`src/rtl/fetch_ctrl_pkg.sv`:
```
// Shared definitions for the fetch-stage controller: default sizing and the
// controller state encoding.
package fetch_ctrl_pkg;

  localparam int FETCH_WORD        = 64;
  localparam int FETCH_BOOT_CYCLES = 2;
  localparam int FETCH_MAX_WAIT    = 15;

  typedef enum logic [2:0] {
    ST_BOOT  = 3'd0,
    ST_REQ   = 3'd1,
    ST_STALL = 3'd2,
    ST_HALT  = 3'd3,
    ST_ERR   = 3'd4
  } fetch_state_e;

  // A younger branch may only be captured while the fetch stage is alive.
  function automatic logic capture_allowed(input fetch_state_e s);
    return (s != ST_HALT) && (s != ST_ERR);
  endfunction

endpackage

```
`src/rtl/fetch_ctrl_if.sv`:
```
// Signal bundle between the fetch controller and the surrounding hazard,
// branch and instruction-memory logic. master = controller side.
interface fetch_ctrl_if import fetch_ctrl_pkg::*; #(
  parameter int WORD = FETCH_WORD
);

  logic            branch_taken;
  logic [WORD-1:0] branch_target;
  logic            stall_req;
  logic            halt_req;
  logic            imem_ack;
  logic            imem_req;
  logic            pc_write;
  logic            pc_src;
  logic [WORD-1:0] redirect_target;
  logic            if_id_write;
  logic            if_flush;
  logic            halted;
  logic            timeout_err;

  modport master (
    input  branch_taken, branch_target, stall_req, halt_req, imem_ack,
    output imem_req, pc_write, pc_src, redirect_target,
           if_id_write, if_flush, halted, timeout_err
  );

  modport slave (
    output branch_taken, branch_target, stall_req, halt_req, imem_ack,
    input  imem_req, pc_write, pc_src, redirect_target,
           if_id_write, if_flush, halted, timeout_err
  );

endinterface

```
`src/rtl/fetch_branch_latch.sv`:
```
// Single-entry holding register for a resolved taken branch. The oldest
// branch wins: the owner gates capture so a new target only lands when the
// slot is empty or is being consumed in the same cycle.
module fetch_branch_latch #(
  parameter int WORD = fetch_ctrl_pkg::FETCH_WORD
) (
  input  logic            clk,
  input  logic            reset,
  input  logic            capture,
  input  logic            consume,
  input  logic [WORD-1:0] target_in,
  output logic            pending_valid,
  output logic [WORD-1:0] redirect_target
);

  // Capture takes precedence so a back-to-back branch refills the slot.
  always_ff @(posedge clk or negedge reset) begin
    if (!reset) begin
      pending_valid   <= 1'b0;
      redirect_target <= '0;
    end else if (capture) begin
      pending_valid   <= 1'b1;
      redirect_target <= target_in;
    end else if (consume) begin
      pending_valid   <= 1'b0;
    end
  end

endmodule

```
`src/rtl/fetch_ctrl.sv`:
```
// Fetch-stage sequencer: paces instruction-memory requests and drives the
// PC / IF-ID enables around stalls, branch redirects, halt and timeout.
//
//   state | meaning
//   ------+-------------------------------------------------------------
//   BOOT  | post-reset settle, waits for the imem clock to come up
//   REQ   | fetch request outstanding, acts on imem_ack
//   STALL | hazard freeze, no request, waits for stall_req to drop
//   HALT  | fetching stopped, left only by reset
//   ERR   | imem never answered, left only by reset
module fetch_ctrl import fetch_ctrl_pkg::*; #(
  parameter int WORD        = FETCH_WORD,
  parameter int BOOT_CYCLES = FETCH_BOOT_CYCLES,
  parameter int MAX_WAIT    = FETCH_MAX_WAIT
) (
  input logic          clk,
  input logic          reset,
  fetch_ctrl_if.master bus
);

  localparam int BW = $clog2(BOOT_CYCLES + 1);
  localparam int WW = $clog2(MAX_WAIT + 1);
  localparam logic [BW-1:0] BOOT_LAST = BW'(BOOT_CYCLES - 1);
  localparam logic [WW-1:0] WAIT_LAST = WW'(MAX_WAIT - 1);

  fetch_state_e    state, state_next;
  logic [BW-1:0]   boot_cnt, boot_cnt_next;
  logic [WW-1:0]   wait_cnt, wait_cnt_next;
  logic            pending_valid;
  logic [WORD-1:0] redirect_target;
  logic            advance, consume, capture;

  logic imem_req, pc_write, pc_src, if_id_write, if_flush, halted, timeout_err;

  assign advance = (state == ST_REQ) && bus.imem_ack;
  assign consume = advance && pending_valid;
  assign capture = bus.branch_taken && capture_allowed(state) &&
                   (!pending_valid || consume);

  fetch_branch_latch #(.WORD(WORD)) u_branch_latch (
    .clk             (clk),
    .reset           (reset),
    .capture         (capture),
    .consume         (consume),
    .target_in       (bus.branch_target),
    .pending_valid   (pending_valid),
    .redirect_target (redirect_target)
  );

  // State and counter registers.
  always_ff @(posedge clk or negedge reset) begin
    if (!reset) begin
      state    <= ST_BOOT;
      boot_cnt <= '0;
      wait_cnt <= '0;
    end else begin
      state    <= state_next;
      boot_cnt <= boot_cnt_next;
      wait_cnt <= wait_cnt_next;
    end
  end

  // Next-state and output decode; a pending redirect beats halt and stall.
  always_comb begin
    state_next    = state;
    boot_cnt_next = boot_cnt;
    wait_cnt_next = '0;
    imem_req      = 1'b0;
    pc_write      = 1'b0;
    pc_src        = 1'b0;
    if_id_write   = 1'b0;
    if_flush      = 1'b0;
    halted        = 1'b0;
    timeout_err   = 1'b0;
    case (state)
      ST_BOOT: begin
        boot_cnt_next = boot_cnt + 1'b1;
        if (boot_cnt == BOOT_LAST) begin
          state_next    = ST_REQ;
          boot_cnt_next = '0;
        end
      end
      ST_REQ: begin
        imem_req = 1'b1;
        if (bus.imem_ack) begin
          if (pending_valid) begin
            pc_write = 1'b1;
            pc_src   = 1'b1;
            if_flush = 1'b1;
          end else if (bus.halt_req) begin
            state_next = ST_HALT;
          end else if (bus.stall_req) begin
            state_next = ST_STALL;
          end else begin
            pc_write    = 1'b1;
            if_id_write = 1'b1;
          end
        end else begin
          wait_cnt_next = wait_cnt + 1'b1;
          if (wait_cnt == WAIT_LAST) begin
            state_next = ST_ERR;
          end
        end
      end
      ST_STALL: begin
        if (pending_valid) begin
          state_next = ST_REQ;
        end else if (bus.halt_req) begin
          state_next = ST_HALT;
        end else if (!bus.stall_req) begin
          state_next = ST_REQ;
        end
      end
      ST_HALT: halted = 1'b1;
      ST_ERR:  timeout_err = 1'b1;
      default: state_next = ST_BOOT;
    endcase
  end

  assign bus.imem_req        = imem_req;
  assign bus.pc_write        = pc_write;
  assign bus.pc_src          = pc_src;
  assign bus.redirect_target = redirect_target;
  assign bus.if_id_write     = if_id_write;
  assign bus.if_flush        = if_flush;
  assign bus.halted          = halted;
  assign bus.timeout_err     = timeout_err;

endmodule

```
`src/flat_wrapper.sv`:
```
// flat-port wrapper written by rule: the top's interface ports become plain ports
module fetch_ctrl_flat import fetch_ctrl_pkg::*;
#(
  parameter int WORD        = FETCH_WORD,
  parameter int BOOT_CYCLES = FETCH_BOOT_CYCLES,
  parameter int MAX_WAIT    = FETCH_MAX_WAIT
)
  (clk, reset, bus_branch_taken, bus_branch_target, bus_stall_req, bus_halt_req, bus_imem_ack, bus_imem_req, bus_pc_write, bus_pc_src, bus_redirect_target, bus_if_id_write, bus_if_flush, bus_halted, bus_timeout_err);
  fetch_ctrl_if #(.WORD(WORD)) bus_i ();
  input logic clk;
  input logic reset;
  input wire logic [$bits(bus_i.branch_taken)-1:0] bus_branch_taken;
  input wire logic [$bits(bus_i.branch_target)-1:0] bus_branch_target;
  input wire logic [$bits(bus_i.stall_req)-1:0] bus_stall_req;
  input wire logic [$bits(bus_i.halt_req)-1:0] bus_halt_req;
  input wire logic [$bits(bus_i.imem_ack)-1:0] bus_imem_ack;
  output wire logic [$bits(bus_i.imem_req)-1:0] bus_imem_req;
  output wire logic [$bits(bus_i.pc_write)-1:0] bus_pc_write;
  output wire logic [$bits(bus_i.pc_src)-1:0] bus_pc_src;
  output wire logic [$bits(bus_i.redirect_target)-1:0] bus_redirect_target;
  output wire logic [$bits(bus_i.if_id_write)-1:0] bus_if_id_write;
  output wire logic [$bits(bus_i.if_flush)-1:0] bus_if_flush;
  output wire logic [$bits(bus_i.halted)-1:0] bus_halted;
  output wire logic [$bits(bus_i.timeout_err)-1:0] bus_timeout_err;
  assign bus_i.branch_taken = bus_branch_taken;
  assign bus_i.branch_target = bus_branch_target;
  assign bus_i.stall_req = bus_stall_req;
  assign bus_i.halt_req = bus_halt_req;
  assign bus_i.imem_ack = bus_imem_ack;
  assign bus_imem_req = bus_i.imem_req;
  assign bus_pc_write = bus_i.pc_write;
  assign bus_pc_src = bus_i.pc_src;
  assign bus_redirect_target = bus_i.redirect_target;
  assign bus_if_id_write = bus_i.if_id_write;
  assign bus_if_flush = bus_i.if_flush;
  assign bus_halted = bus_i.halted;
  assign bus_timeout_err = bus_i.timeout_err;
  fetch_ctrl #(.WORD(WORD), .BOOT_CYCLES(BOOT_CYCLES), .MAX_WAIT(MAX_WAIT)) u_core (.clk(clk), .reset(reset), .bus(bus_i));
endmodule
```
`config.mk`:
```
export PLATFORM = sky130hd
export DESIGN_NAME = fetch_ctrl_flat
export DESIGN_NICKNAME = d
export VERILOG_FILES = /design/src/rtl/fetch_ctrl_pkg.sv /design/src/rtl/fetch_ctrl_if.sv /design/src/rtl/fetch_branch_latch.sv /design/src/rtl/fetch_ctrl.sv /design/src/flat_wrapper.sv
export SDC_FILE = /design/constraint.sdc
export NUM_CORES = 1
export LEC_CHECK = 0
export ABC_AREA = 0
export ABC_CLOCK_PERIOD_IN_PS = 4300
export BUFFER_PORTS_ARGS = -buffer_cell sky130_fd_sc_hd__buf_2
export CAP_MARGIN = 10
export CORE_ASPECT_RATIO = 1.4
export CORE_MARGIN = 2
export CORE_UTILIZATION = 50
export CTS_BUF_LIST = sky130_fd_sc_hd__clkbuf_16
export CTS_CLUSTER_DIAMETER = 80
export DETAILED_ROUTE_END_ITERATION = 10
export GPL_TIMING_DRIVEN = 0
export PLACE_DENSITY = 0.85
export SETUP_SLACK_MARGIN = 0.02
export SLEW_MARGIN = 30
export SYNTH_ARGS = -nofsm -noshare
export SYNTH_HDL_FRONTEND = slang
export SYNTH_SLANG_ARGS = --single-unit
export TNS_END_PERCENT = 30
```
`constraint.sdc`:
```
create_clock -name clk -period 4.3 [get_ports clk]
set_input_delay 0.43 -clock clk [delete_from_list [all_inputs] [get_ports clk]]
set_output_delay 0.43 -clock clk [all_outputs]
set_load 0.005 [all_outputs]
```
Yosys cells after proc, flatten, opt, wreduce, memory -nomap -nowiden
Cells that the tools add are included.
{ "word_totals": {"ff_bits": 74, "elab_cells": 61, "output_inout_bits": 71, "inputBits": 70} }
{ "op_classes": {"n_addsub": 2, "eq_ne": 13, "n_reduce_logical": 11, "mux": 29, "bitwise_logic": 1} }
{ "ops": {"columns": ["op", "n"], "rows": [
  ["3-bit 2-to-1 mux", 9],
  ["1-bit 2-to-1 mux", 16],
  ["3-bit one-hot mux with 4 select lines", 1],
  ["3-bit != test (second input constant)", 3],
  ["4-bit 2-to-1 mux", 2],
  ["4-bit != test (second input constant)", 2],
  ["3-bit by 2-bit == test with 1-bit output (second input constant)", 2],
  ["6-bit AND reduction", 1],
  ["1-bit logical AND", 5],
  ["4-bit by 1-bit adder with 4-bit output (second input constant)", 1],
  ["4-bit == test (second input constant)", 1],
  ["3-bit by 1-bit == test with 1-bit output (second input constant)", 1],
  ["3-bit == test (second input constant)", 1],
  ["3-bit zero test", 1],
  ["3-bit by 2-bit != test with 1-bit output (second input constant)", 1],
  ["2-bit by 1-bit adder with 2-bit output (second input constant)", 1],
  ["2-bit by 1-bit == test with 1-bit output (second input constant)", 1],
  ["2-bit 2-to-1 mux", 1],
  ["2-bit by 1-bit != test with 1-bit output (second input constant)", 1],
  ["2-bit nonzero test", 1],
  ["2-bit OR reduction", 1],
  ["1-bit zero test", 1],
  ["1-bit logical OR", 1],
  ["1-bit inverter", 1]
]} }

Logic depth before layout (Yosys ltp)
{ "logic_depth": {"depth_word": 6, "mapped_depth": 7, "mapped_depth_nobuf": 6} }

Hierarchy
A second synthesis with hierarchy kept.
{ "hier_totals": {"cells_unflattened": 195, "area_unflattened_um2": 3183.1} }
{ "by_module_without_submodules": {"columns": ["module", "cells_per_inst", "area_each_um2", "seq_area_each_um2", "n_inst"], "rows": [
  ["fetch_branch_latch", 138, 2615.0, 1626.6, 1],
  ["fetch_ctrl", 57, 568.0, 225.2, 1]
]} }

Worst setup path before layout
No wires, ideal clock.
{ "synth_path": {"path_kind": "reg2reg", "startpoint": "reg u_core.state[0]", "endpoint": "reg u_core.u_branch_latch.redirect_target[0]", "setup_ps": 125, "path_buffers": 3, "required_ps": 4175, "t_arrival_ps": 1711, "stages_incl_launch_ff": 8, "synth_period_minus_slack_ps": 1836, "setup_slack_ps": 2464, "cell_sequence": "dfrtp_1 buf_6 nor2b_4 and2_4 nor4b_4 buf_6 buf_12 mux2_2"} }
{ "synth_via": {"elab_chain_len": 5, "elab_cells_between_ends": 9, "cone_classes": "eq/ne: 3; reduce/logical: 6"} }
{ "synth_lines": {"columns": ["item", "line", "text"], "rows": [
  ["from (decl)", "fetch_ctrl.sv:26", "fetch_state_e state, state_next;"],
  ["from (signal assigned)", "fetch_ctrl.sv:57", "state <= state_next;"],
  ["3-bit by 1-bit == test with 1-bit output", "fetch_ctrl.sv:35", "assign advance = (state == ST_REQ) && bus.imem_ack;"],
  ["1-bit logical AND", "fetch_ctrl.sv:35", null],
  ["1-bit logical AND", "fetch_ctrl.sv:36", "assign consume = advance && pending_valid;"],
  ["1-bit logical OR", "fetch_ctrl.sv:38", "(!pending_valid || consume);"],
  ["1-bit logical AND *", "fetch_ctrl.sv:37", "assign capture = bus.branch_taken && capture_allowed(state) &&"],
  ["to (signal assigned)", "fetch_branch_latch.sv:23", "redirect_target <= target_in;"],
  ["to (decl)", "fetch_branch_latch.sv:13", "output logic [WORD-1:0] redirect_target"]
]} }
Every way passes the cells marked *; elsewhere a longest branch is shown, timed or not.
A chain may end at the register's enable or synchronous reset.

Worst setup path in the final report
{ "layout_path": {"startpoint": "reg u_core.state[1]", "endpoint": "out bus_pc_src"} }
{ "layout_via": {"elab_chain_len": 2} }
{ "layout_lines": {"columns": ["item", "line", "text"], "rows": [
  ["3-bit by 1-bit == test with 1-bit output", "fetch_ctrl.sv:75", "case (state)"],
  ["1-bit 2-to-1 mux", "fetch_ctrl.sv:75", null],
  ["to (decl)", "flat_wrapper.sv:19", "output wire logic [$bits(bus_i.pc_src)-1:0] bus_pc_src;"]
]} }
No other way between the ends.

==> results by group <==
Cells and area
  • Diode count: 0
  • Layout cells sized above 1: 0.627
  • Area delta synth->final: 36.2%
  • Most common cell after layout, fill and taps aside: buf_2
  • Core Util, Final: 0.705
  • Most frequent cells in the layout: 138 x buf_2, 74 x dfrtp_1, 59 x mux2_2
  • NumNets Final: between 400 and 500

STA
  • PnR worst setup slack: about 2.3 ns
  • Setup TNS: 0 ns
  • Min cycle time layout: between 1.5 and 2 ns
  • RSZ-0062 raised after global routing: no
  • Max frequency: 0.508 GHz
  • Worst Skew: ~0.0063 ns
  • Final Slew Violations: 0
  • Final Setup Violations: 0
  • Max_slew headroom: 0.639
  • Tightest Pin Transition: 0.542 ns
  • Final Hold Vio Count: 0
  • Hold Slack: 0.0779 ns
  • Post-route clock period utilization: 0.458

Floorplanning
  • Effective utilization at floorplan: 0.518
  • Die Height: 96.5 microns
  • IO Pins: 141
  • Floorplan row count: 33
  • Core area: 5900 sq um
  • Die area: 6770 sq um
  • Die width: 70.1 microns

Route
  • Via density per instance: 5.03
  • Routed Antenna Nets: 0
  • DR WL/cell: 15.4 microns
  • Via count: 2146
  • First-pass DRT Iterations: 4
  • DRC viols: 0
  • Total detailed-routing wirelength: 6580 microns
  • Initial drt markers: 90

Power
  • Leak: ~2.1 nW
  • Switching Fraction: 0.284
  • Seq pwr share: 0.386
  • Comb power frac: 0.371
  • Cell Pwr Density: ~740 nW/um^2
  • Net switching power: 0.000877 W
  • Max VDD drop: ~370 uV
  • P_int: 0.00221 W
  • Clock power frac: 0.243

Critical path
  • Setup CP Type: flip-flop to output pin
  • Critical Path RT: between 3 and 4 ns
  • Path depth of the worst reg2reg path: 7
  • Setup crit end kind: output pin
  • Reg-to-reg slack, setup: roughly 2.4 ns
  • CP max FO: 8
  • CP arrival: 1.54 ns
  • Setup crit start kind: flip-flop

Global routing
  • GRT overflow: 0
  • Total track usage: 0.198
  • Pin count of the biggest net entering global routing: between 40 and 50
  • Vias in the first global route: 2103
  • First-pass GRT wire length: 10100 microns
  • Antenna violations before repair: 0

Placement
  • Place WS: 2.35 ns
  • GPL Wtd Cong: 0.780
  • Post-detail-place hpwl: 4930 microns
  • Buffers on Ports: between 100 and 150

Synth
  • Syn Area/Cell: ~15 sq um
  • Cells after synthesis: 202
  • Mapped Area: 3060 sq um
  • Yosys reg bits: 74
  • Syn_nets: 274
  • Seq/Total Area, Yosys: 0.606
  • Yosys Warn Count: 0
  • Count of different cell masters after synthesis: 32

Worst hold path
  • Worst Hold Class: input pin to asynchronous set/reset pin

Clock tree
  • CTS tree: done
  • CTS Root Cell: clkbuf_16
  • Clk sink count: 74
  • Quantity of gates resized following cts: 0
  • Post-CTS Hold Buffers: 0
  • Clk slew on worst S/H paths: 0.05 ns
  • H-tree lvl count: 3
  • Postcts setup bufs: 0
  • Clock insertion delay at the later pin of the skew report: about 0.32 ns
  • CTS buffer count: 9
  • Clock buffer depth: 2

Status
  • Status: complete, no violations

Job
  • Max Cap Viol: 0
==> area by class of cell <==
| class | instances | area, sq um |
|---|---|---|
| flip-flops and latches | 74 | 1850 |
| repair buffers | 140 | 718 |
| clock buffers | 9 | 225 |
| well taps | 70 | 87.6 |
| multi-input cells | 110 | 1020 |
| inverters | 7 | 26.3 |
| clock inverters | 6 | 75.1 |
| plain buffers | 11 | 159 |
| fillers | 413 | 1740 |
==> stage by stage <==
| stage | cells | total power [W] | area (sq um) |
|---|---|---|---|
| 2_1_floorplan | 202 | 0.00186 | 3060 |
| 3_3_place_gp | 411 | 0.00229 | 3840 |
| 3_5_place_dp | 412 | 0.00236 | 3860 |
| 4_1_cts | 427 | 0.00312 | 4160 |
| 5_1_grt | 427 | 0.00328 | 4160 |
| 6_report | 427 | 0.00309 | 4160 |
==> per-layer routing <==
metal  up-vias  track usage  wire (microns)
li1       1005            -               -
met1      1046        0.214            2460
met2        80        0.357            3620
met3        15       0.0456             334
met4         0        0.111             158
met5         -            0               0
==> synth_stat cells <==
cell / count / area [sq um]
nand3b_1: 1 / 7.51
mux2_1: 5 / 56.3
buf_6: 2 / 22.5
nor4b_1: 1 / 8.76
nor3b_1: 2 / 15.0
a31o_2: 1 / 8.76
xnor2_1: 2 / 17.5
a21boi_0: 1 / 7.51
clkbuf_1: 1 / 3.75
o211ai_1: 1 / 7.51
buf_4: 1 / 7.51
nor2_1: 10 / 37.5
nor2b_4: 1 / 13.8
nand2_1: 5 / 18.8
o22ai_1: 1 / 6.26
dfrtp_1: 74 / 1850
ha_1: 2 / 25.0
a31oi_1: 2 / 12.5
nor4_1: 1 / 6.26
nand4b_1: 1 / 8.76
mux2_2: 59 / 664
a21oi_1: 4 / 20.0
o21ai_0: 3 / 15.0
buf_12: 6 / 120
xor2_1: 1 / 8.76
inv_1: 7 / 26.3
clkbuf_2: 1 / 5.00
nor3_1: 1 / 5.00
o31ai_1: 1 / 7.51
nand3_1: 2 / 10.0
and2_4: 1 / 8.76
nor4b_4: 1 / 23.8
==> power groups by stage <==
stage	registers, W	clock network (W)	logic [W]
4_1_cts	0.00119	0.000764	0.00117
3_3_place_gp	0.00118	0	0.00112
3_5_place_dp	0.00120	0	0.00116
5_1_grt	0.00124	0.000796	0.00125
2_1_floorplan	0.00123	0	0.000634
6_report	0.00119	0.000749	0.00115
==> sequential cells by signal (all words and copies together), names as in the netlist <==
register	count
u_core.u_branch_latch.pending_valid	1
u_core.boot_cnt	2
u_core.u_branch_latch.redirect_target	64
u_core.state	3
u_core.wait_cnt	4
==> final timing paths <==
kind                                       start                                        end
max in group asynchronous                  reset  u_core.u_branch_latch.redirect_target[19]
hold reg to reg               u_core.boot_cnt[0]                         u_core.boot_cnt[1]
min in group clk           bus_branch_target[59]  u_core.u_branch_latch.redirect_target[59]
setup / recovery                 u_core.state[1]                                 bus_pc_src
hold / removal                             reset  u_core.u_branch_latch.redirect_target[33]
setup reg to reg                 u_core.state[0]  u_core.u_branch_latch.redirect_target[51]
==> critical path: stages, from the launching register on <==
cell and delay (ns):
dfrtp_1 0.35, clkbuf_2 0.17, inv_1 0.17, nand3_1 0.16, nor2_1 0.16, buf_4 0.12, buf_2 0.09
==> logic make-up after synthesis <==
logic type | share of synthesized area
xor gates and xnor gates | 0.00859
muxes | 0.236
AOI/OAI and AO/OA | 0.0278
DFF | 0.606
buffers and inverters | 0.0606
adders and majority gates | 0.00818
and+or+nand+nor | 0.0536
Note: power is estimated with default switching activity, not from simulation.
